--- config.mk ---
export PLATFORM = sky130hd
export DESIGN_NAME = wts_noise_controller_flat
export DESIGN_NICKNAME = d
export VERILOG_FILES = /design/src/rtl/wts_noise_pkg.sv /design/src/rtl/wts_noise_controller_if.sv /design/src/rtl/wts_noise_sweep.sv /design/src/rtl/wts_noise_controller.sv /design/src/flat_wrapper.sv
export SDC_FILE = /design/constraint.sdc
export NUM_CORES = 1
export LEC_CHECK = 0
export ABC_CLOCK_PERIOD_IN_PS = 2200
export CAP_MARGIN = 20
export CORE_ASPECT_RATIO = 0.9
export CORE_MARGIN = 2
export CORE_UTILIZATION = 52
export DETAILED_ROUTE_END_ITERATION = 7
export PLACE_DENSITY_LB_ADDON = 0.2
export SLEW_MARGIN = 20
export SYNTH_ARGS = -nofsm -noshare
export SYNTH_HDL_FRONTEND = slang
export SYNTH_SLANG_ARGS = --single-unit
--- constraint.sdc ---
create_clock -name clk -period 2.2 [get_ports clk]
set_input_delay 0.66 -clock clk [delete_from_list [all_inputs] [get_ports clk]]
set_output_delay 0.66 -clock clk [all_outputs]
set_load 0.05 [all_outputs]
--- src/rtl/wts_noise_pkg.sv ---
// ---------------------------------------------------------------------------
// wts_noise_pkg
// Shared constants and types for the noise controller slice.
//   - register addresses decoded from the CPU bus
//   - controller state encoding
//   - frequency ceiling and sweep direction encoding
// ---------------------------------------------------------------------------
package wts_noise_pkg;

    localparam logic [1:0] NOISE_ADDR_FREQ  = 2'd0;
    localparam logic [1:0] NOISE_ADDR_MASK  = 2'd1;
    localparam logic [1:0] NOISE_ADDR_SWEEP = 2'd2;

    localparam logic [4:0] FREQ_MAX     = 5'd31;
    localparam logic       SWEEP_DIR_UP = 1'b0;

    typedef enum logic [1:0] {
        IDLE  = 2'd0,
        RUN   = 2'd1,
        SWEEP = 2'd2
    } noise_state_t;

endpackage

--- src/rtl/wts_noise_controller_if.sv ---
// ---------------------------------------------------------------------------
// wts_noise_controller_if
// CPU register-write bus into the noise controller.
//   bus_wrreq    one-cycle write strobe
//   bus_address  register select (2 bits)
//   bus_wdata    write data (8 bits)
// Modports: master = register decoder side, slave = controller side.
// ---------------------------------------------------------------------------
interface wts_noise_controller_if;

    logic       bus_wrreq;
    logic [1:0] bus_address;
    logic [7:0] bus_wdata;

    modport master (
        output bus_wrreq,
        output bus_address,
        output bus_wdata
    );

    modport slave (
        input bus_wrreq,
        input bus_address,
        input bus_wdata
    );

endinterface

--- src/rtl/wts_noise_sweep.sv ---
// ---------------------------------------------------------------------------
// wts_noise_sweep
// Sweep tick counter plus the frequency step / end-of-range logic.
// Ports:
//   clk, nreset   system clock, asynchronous active-low reset
//   active        one-cycle 3.579 MHz timing pulse
//   sweep_en      counter runs only while this is high (controller in SWEEP)
//   clr           clears the tick counter (register writes)
//   dir           0 = step up, 1 = step down
//   period        step every period+1 active pulses
//   freq          current frequency count
//   next_freq     frequency after the step (valid with step_valid)
//   step_valid    a step is due this cycle
//   sweep_done    end of range reached; sweep must stop
// Build option: WTS_NOISE_SWEEP_WRAP_EN makes the range wrap instead of
// saturating, and sweep_done is then never raised.
// ---------------------------------------------------------------------------
module wts_noise_sweep
    import wts_noise_pkg::*;
#(
    parameter int SWEEP_W = 6
) (
    input  logic               clk,
    input  logic               nreset,
    input  logic               active,
    input  logic               sweep_en,
    input  logic               clr,
    input  logic               dir,
    input  logic [SWEEP_W-1:0] period,
    input  logic [4:0]         freq,
    output logic [4:0]         next_freq,
    output logic               step_valid,
    output logic               sweep_done
);

    logic [SWEEP_W-1:0] cnt_q, cnt_d;
    logic               hit;

    // NOTE: every signal written here gets a default first so no path leaves
    // it unassigned; otherwise synthesis infers a latch.
    always_comb begin
        cnt_d      = cnt_q;
        next_freq  = freq;
        step_valid = 1'b0;
        sweep_done = 1'b0;
        hit        = sweep_en && active && (cnt_q == period);

        if (clr) begin
            cnt_d = '0;
        end else if (sweep_en && active) begin
            cnt_d = hit ? '0 : cnt_q + SWEEP_W'(1);
        end

        if (hit) begin
            if (dir == SWEEP_DIR_UP) begin
`ifdef WTS_NOISE_SWEEP_WRAP_EN
                next_freq  = freq + 5'd1;   // 31 + 1 wraps to 0 in 5 bits
                step_valid = 1'b1;
`else
                if (freq == FREQ_MAX) begin
                    sweep_done = 1'b1;
                end else begin
                    next_freq  = freq + 5'd1;
                    step_valid = 1'b1;
                end
`endif
            end else begin
`ifdef WTS_NOISE_SWEEP_WRAP_EN
                next_freq  = freq - 5'd1;   // 0 - 1 wraps to 31 in 5 bits
                step_valid = 1'b1;
`else
                if (freq == 5'd0) begin
                    sweep_done = 1'b1;
                end else begin
                    next_freq  = freq - 5'd1;
                    step_valid = 1'b1;
                end
`endif
            end
        end
    end

    // NOTE: sequential state uses non-blocking assignments so every flop
    // samples its pre-edge value, independent of statement order.
    always_ff @(posedge clk or negedge nreset) begin
        if (!nreset) cnt_q <= '0;
        else         cnt_q <= cnt_d;
    end

endmodule

--- src/rtl/wts_noise_controller.sv ---
// ---------------------------------------------------------------------------
// wts_noise_controller
// Register-programmed sequencer for the shared noise generator. Holds the
// frequency count and per-channel noise mask, enables the generator while
// any channel takes noise, gates the noise bit per channel, and runs an
// optional automatic frequency sweep timed by the 3.579 MHz active pulse.
// Ports:
//   clk, nreset          system clock, asynchronous active-low reset
//   active               one-cycle 3.579 MHz timing pulse
//   bus                  CPU register-write bus (slave modport)
//   noise_in             noise bit from the generator
//   reg_frequency_count  frequency count to the generator
//   noise_enable         generator enable
//   ch_noise             per-channel gated noise, 1-cycle latency
//   sweep_busy           sweep is running
// Build option: WTS_NOISE_SWEEP_WRAP_EN (sweep wraps instead of saturating).
// ---------------------------------------------------------------------------
module wts_noise_controller
    import wts_noise_pkg::*;
#(
    parameter int CHANNELS = 4,
    parameter int SWEEP_W  = 6
) (
    input  logic                 clk,
    input  logic                 nreset,
    input  logic                 active,
    wts_noise_controller_if.slave bus,
    input  logic                 noise_in,
    output logic [4:0]           reg_frequency_count,
    output logic                 noise_enable,
    output logic [CHANNELS-1:0]  ch_noise,
    output logic                 sweep_busy
);

    noise_state_t        state_q, state_d;
    logic [4:0]          freq_q, freq_d;
    logic [CHANNELS-1:0] mask_q, mask_d;
    logic                sweep_en_q, sweep_en_d;
    logic                dir_q, dir_d;
    logic [SWEEP_W-1:0]  period_q, period_d;
    logic                noise_enable_q, noise_enable_d;
    logic                sweep_busy_q, sweep_busy_d;
    logic [CHANNELS-1:0] ch_noise_q, ch_noise_d;

    logic                cnt_clr;
    logic                run_sweep;
    logic [4:0]          next_freq;
    logic                step_valid;
    logic                sweep_done;
    logic [5:0]          wdata_period;

    assign wdata_period = bus.bus_wdata[5:0];

    // The counter only runs when the controller is and stays in SWEEP, so a
    // mask clear freezes it on the same cycle the state heads to IDLE.
    assign run_sweep = (state_q == SWEEP) && (state_d == SWEEP);

    wts_noise_sweep #(
        .SWEEP_W (SWEEP_W)
    ) u_sweep (
        .clk        (clk),
        .nreset     (nreset),
        .active     (active),
        .sweep_en   (run_sweep),
        .clr        (cnt_clr),
        .dir        (dir_q),
        .period     (period_q),
        .freq       (freq_q),
        .next_freq  (next_freq),
        .step_valid (step_valid),
        .sweep_done (sweep_done)
    );

    // Next-state: registers, sweep stepping and FSM.
    always_comb begin
        state_d    = state_q;
        freq_d     = freq_q;
        mask_d     = mask_q;
        sweep_en_d = sweep_en_q;
        dir_d      = dir_q;
        period_d   = period_q;
        cnt_clr    = 1'b0;

        if (step_valid) freq_d     = next_freq;
        if (sweep_done) sweep_en_d = 1'b0;

        // CPU writes override a coincident sweep step entirely.
        if (bus.bus_wrreq) begin
            case (bus.bus_address)
                NOISE_ADDR_FREQ: begin
                    freq_d     = bus.bus_wdata[4:0];
                    sweep_en_d = sweep_en_q;
                    cnt_clr    = 1'b1;
                end
                NOISE_ADDR_MASK: begin
                    mask_d = bus.bus_wdata[CHANNELS-1:0];
                end
                NOISE_ADDR_SWEEP: begin
                    freq_d     = freq_q;
                    sweep_en_d = bus.bus_wdata[7];
                    dir_d      = bus.bus_wdata[6];
                    period_d   = SWEEP_W'(wdata_period);
                    cnt_clr    = 1'b1;
                end
                default: ;  // reserved address: write ignored
            endcase
        end

        if (mask_q == '0)     state_d = IDLE;
        else if (sweep_en_q)  state_d = SWEEP;
        else                  state_d = RUN;
    end

    // Output flops track the state being entered so they change together
    // with state_q.
    always_comb begin
        noise_enable_d = (state_d != IDLE);
        sweep_busy_d   = (state_d == SWEEP);
        ch_noise_d     = (state_q == IDLE) ? '0 : ({CHANNELS{noise_in}} & mask_q);
    end

    always_ff @(posedge clk or negedge nreset) begin
        if (!nreset) begin
            state_q        <= IDLE;
            freq_q         <= '0;
            mask_q         <= '0;
            sweep_en_q     <= 1'b0;
            dir_q          <= 1'b0;
            period_q       <= '0;
            noise_enable_q <= 1'b0;
            sweep_busy_q   <= 1'b0;
            ch_noise_q     <= '0;
        end else begin
            state_q        <= state_d;
            freq_q         <= freq_d;
            mask_q         <= mask_d;
            sweep_en_q     <= sweep_en_d;
            dir_q          <= dir_d;
            period_q       <= period_d;
            noise_enable_q <= noise_enable_d;
            sweep_busy_q   <= sweep_busy_d;
            ch_noise_q     <= ch_noise_d;
        end
    end

    assign reg_frequency_count = freq_q;
    assign noise_enable        = noise_enable_q;
    assign sweep_busy          = sweep_busy_q;
    assign ch_noise            = ch_noise_q;

endmodule

--- src/flat_wrapper.sv ---
// flat-port wrapper written by rule: the top's interface ports become plain ports
module wts_noise_controller_flat import wts_noise_pkg::*;
#(
    parameter int CHANNELS = 4,
    parameter int SWEEP_W  = 6
)
  (clk, nreset, active, noise_in, reg_frequency_count, noise_enable, ch_noise, sweep_busy, bus_bus_wrreq, bus_bus_address, bus_bus_wdata);
  wts_noise_controller_if bus_i ();
  input  logic clk;
  input  logic nreset;
  input  logic active;
  input  logic noise_in;
  output logic [4:0] reg_frequency_count;
  output logic noise_enable;
  output logic [CHANNELS-1:0] ch_noise;
  output logic sweep_busy;
  input wire logic [$bits(bus_i.bus_wrreq)-1:0] bus_bus_wrreq;
  input wire logic [$bits(bus_i.bus_address)-1:0] bus_bus_address;
  input wire logic [$bits(bus_i.bus_wdata)-1:0] bus_bus_wdata;
  assign bus_i.bus_wrreq = bus_bus_wrreq;
  assign bus_i.bus_address = bus_bus_address;
  assign bus_i.bus_wdata = bus_bus_wdata;
  wts_noise_controller #(.CHANNELS(CHANNELS), .SWEEP_W(SWEEP_W)) u_core (.clk(clk), .nreset(nreset), .active(active), .bus(bus_i), .noise_in(noise_in), .reg_frequency_count(reg_frequency_count), .noise_enable(noise_enable), .ch_noise(ch_noise), .sweep_busy(sweep_busy));
endmodule
==> flow_metrics.tcl <==
set metrics [dict create \
    status "complete, no violations" \
    ctsHoldBuffers 0 \
    grtUsageMet1_pct 26.47 \
    vias_per_cell 5.615 \
    cts_num_sinks 31 \
    grt_util_met3_pct 8.216 \
    grt_pass1_wl_microns 5692 \
    synth_seq_area_share_pct 48.97 \
    drive_above_1_share_pct 17.98 \
    grt_setup_unrepaired "false" \
    htreeDepth 2 \
    worstMarginPinSlew_ns 0.5980 \
    final_core_util_pct 68.40 \
    synthDistinctLibCells 37 \
    finalMaxSlewViolations 0 \
    initial_core_util_pct 56.27 \
    cp_slowest_cell "clkdlybuf4s50_1" \
    worst_ir_drop_vdd_v 0.0004126 \
    worst-path-max-fanout 1 \
    grtUsageTotal_pct 21.09 \
    final_cell_mix "dfrtp_1, clkdlybuf4s50_1, mux2_2, nor2_1, nand2_1" \
    p_per_area_nw_per_um2 773.4 \
    synth.area.top_cells "dfrtp_1, mux2_2, xor2_1" \
    finalHoldViolCount 0 \
    area_growth_pct 21.56 \
    crit_buf_inv 1 \
    fin_crit_sh_pct 96.25 \
    arrival_ns 1.46 \
    worstPathCellList "clkdlybuf4s50_1" \
    cts_tree "done" \
    vias 1224 \
    fill_cells 232 \
    detail-route-antenna-nets 0 \
    clock_path_buffers 2 \
    fin_nets 195 \
    finalSetupViolations 0 \
    p_leak_nw 0.8442 \
    drt-total-wl_microns 3209 \
    fin_crit_ns 2.118 \
    postSynthAreaPerCell_sq_um 11.00 \
    crit_type "reg -> out" \
    antenna_cells 0 \
    insertion_delay_ns 0.33 \
    fp-row-count 18 \
    clk_pin_slew_ns 0.09 \
    core_sq_um 2815 \
    root_buffer "clkbuf_4" \
    synth_nets 162 \
    cpPeakStageDelay_ns 0.79 \
    skew_ns 0.007922 \
    grt_pass1_vias 1207 \
    cp.required_ns 1.54 \
    drtIter0Drc 57 \
    critPathLaunchType "register" \
    ys_seq_elements 31 \
    synth_top_cell_area_share_pct 48.97 \
    portBuffers 25 \
    syn_inst 144 \
    maxCapViolCount 0 \
    antenna_found_initial 0 \
    routabilityCongestion 0.8142 \
    cts_buffers 5 \
    post_cts_buffers 0 \
    io_pins 26 \
    die_h_microns 56.36 \
    ys_warn_count 0 \
    dieArea_sq_um 3504 \
    worst_setup_path_end_kind "primary output" \
    ctsResizeCount 0 \
    drtPass1Iterations 4 \
    slew_headroom_pct 59.77 \
    synth_area_sq_um 1584 \
    fmax_mhz 472.3 \
    grt_busiest_layer "met2" \
    placed_area_sq_um 1876 \
    die_w_microns 62.18 \
    wl_per_cell_microns 14.72 \
    whs_ns 0.5354 \
    grt_overflow 0 \
    final_common_cell "dfrtp_1" \
    grt_use_met2_pct 34.32 \
    hold_class "reg -> reg" \
    grt_max_degree 32 \
    design_area_sq_um 1926 \
    yosysTopAreaCell "dfrtp_1" \
    hpwl_microns 2429 \
    drc 0 \
    critPathTopFamily "buffers and inverters" \
]
[report_power, final]
group | total, W | switching [W] | leakage, nW | internal [W]
Clock | 0.000307 | 0.000183 | 0.0293 | 0.000124
Combinational | 0.000437 | 0.000250 | 0.431 | 0.000188
Sequential | 0.000744 | 0.0000937 | 0.384 | 0.000651
Total | 0.00149 | 0.000527 | 0.844 | 0.000963
[synthesized netlist by cell type (all sizes together)]
master,number
clkbuf,1
nand3b,2
o2bb2ai,1
and3,1
nor4,3
nand2,11
or4b,1
a21oi,5
a21o,1
o211a,1
buf,2
nor2,11
ha,3
xnor2,1
o22ai,1
or4,2
inv,5
nand4,3
o32ai,1
a31oi,1
xor2,10
o211ai,5
and2,4
nand3,9
mux2,12
o21a,1
o21ai,5
nand2b,1
o31a,1
dfrtp,31
o2111ai,1
o41ai,1
or3,1
or2b,1
nor2b,4
[state kept, by name, summed over array words and instances, names as in the netlist, 2 cells and up]
signal and cells:
u_core.period_q 6, u_core.u_sweep.cnt_q 6, u_core.reg_frequency_count 5, u_core.ch_noise 4, u_core.mask_q 4, u_core.state_q 2
[area by class of cell]
class,instances,area (sq um),area share (%)
Inverter,5,18.77,0.9747
Clock inverter,1,5.005,0.2599
Sequential cell,31,775.7,40.29
Tap cell,40,50.05,2.599
Clock buffer,7,45.04,2.339
Multi-Input combinational cell,105,763.2,39.64
Timing Repair Buffer,29,267.8,13.91
[worst reg2reg max path: stages (launching register included)]
cell and delay, ns:
dfrtp_1 0.45, inv_1 0.12, ha_1 0.24, or4b_4 0.49, mux2_4 0.30, nand4_4 0.13
nand3_1 0.10, o211ai_1 0.10
[metrics by stage]
stage | power (W) | setup WS, ns | std cells | TNS [ns]
final | 0.001489 | 0.08249 | 218 | 0
after global placement | 0.001177 | -0.02299 | 210 | -0.02299
after global routing | 0.001582 | 0.02051 | 218 | 0
after floorplan | 0.001048 | 0.1246 | 144 | 0
after CTS | 0.001498 | 0.07321 | 218 | 0
after detailed placement | 0.001196 | -0.005835 | 210 | -0.005835
[worst paths after layout]
check | from | end | slack, ns | depth (start not counted)
min | u_core.sweep_en_q | u_core.state_q[0] | 0.54 | 1
min in group asynchronous | nreset | u_core.sweep_busy | 0.71 | 2
max | u_core.ch_noise[3] | ch_noise[3] | 0.08 | 1
min reg2reg | u_core.sweep_en_q | u_core.state_q[0] | 0.54 | 1
max reg2reg | u_core.reg_frequency_count[0] | u_core.reg_frequency_count[0] | 0.19 | 7
max in group asynchronous | nreset | u_core.ch_noise[0] | 1.21 | 2
[cell families after synthesis]
group           Yosys count  share of synthesized area (%)
xor+xnor                 11                          6.082
mux                      12                          8.768
flops                    31                          48.97
simple gates             54                          19.04
compound gates           25                          11.93
buf+inv                   8                          2.843
fa+ha+maj                 3                          2.370
[per-layer routing]
metal	wire length, microns	vias up
li1	-	587
met4	38	0
met3	207	5
met2	1536	38
met5	0	-
met1	1427	594
Power figures use the tool's default switching activity.
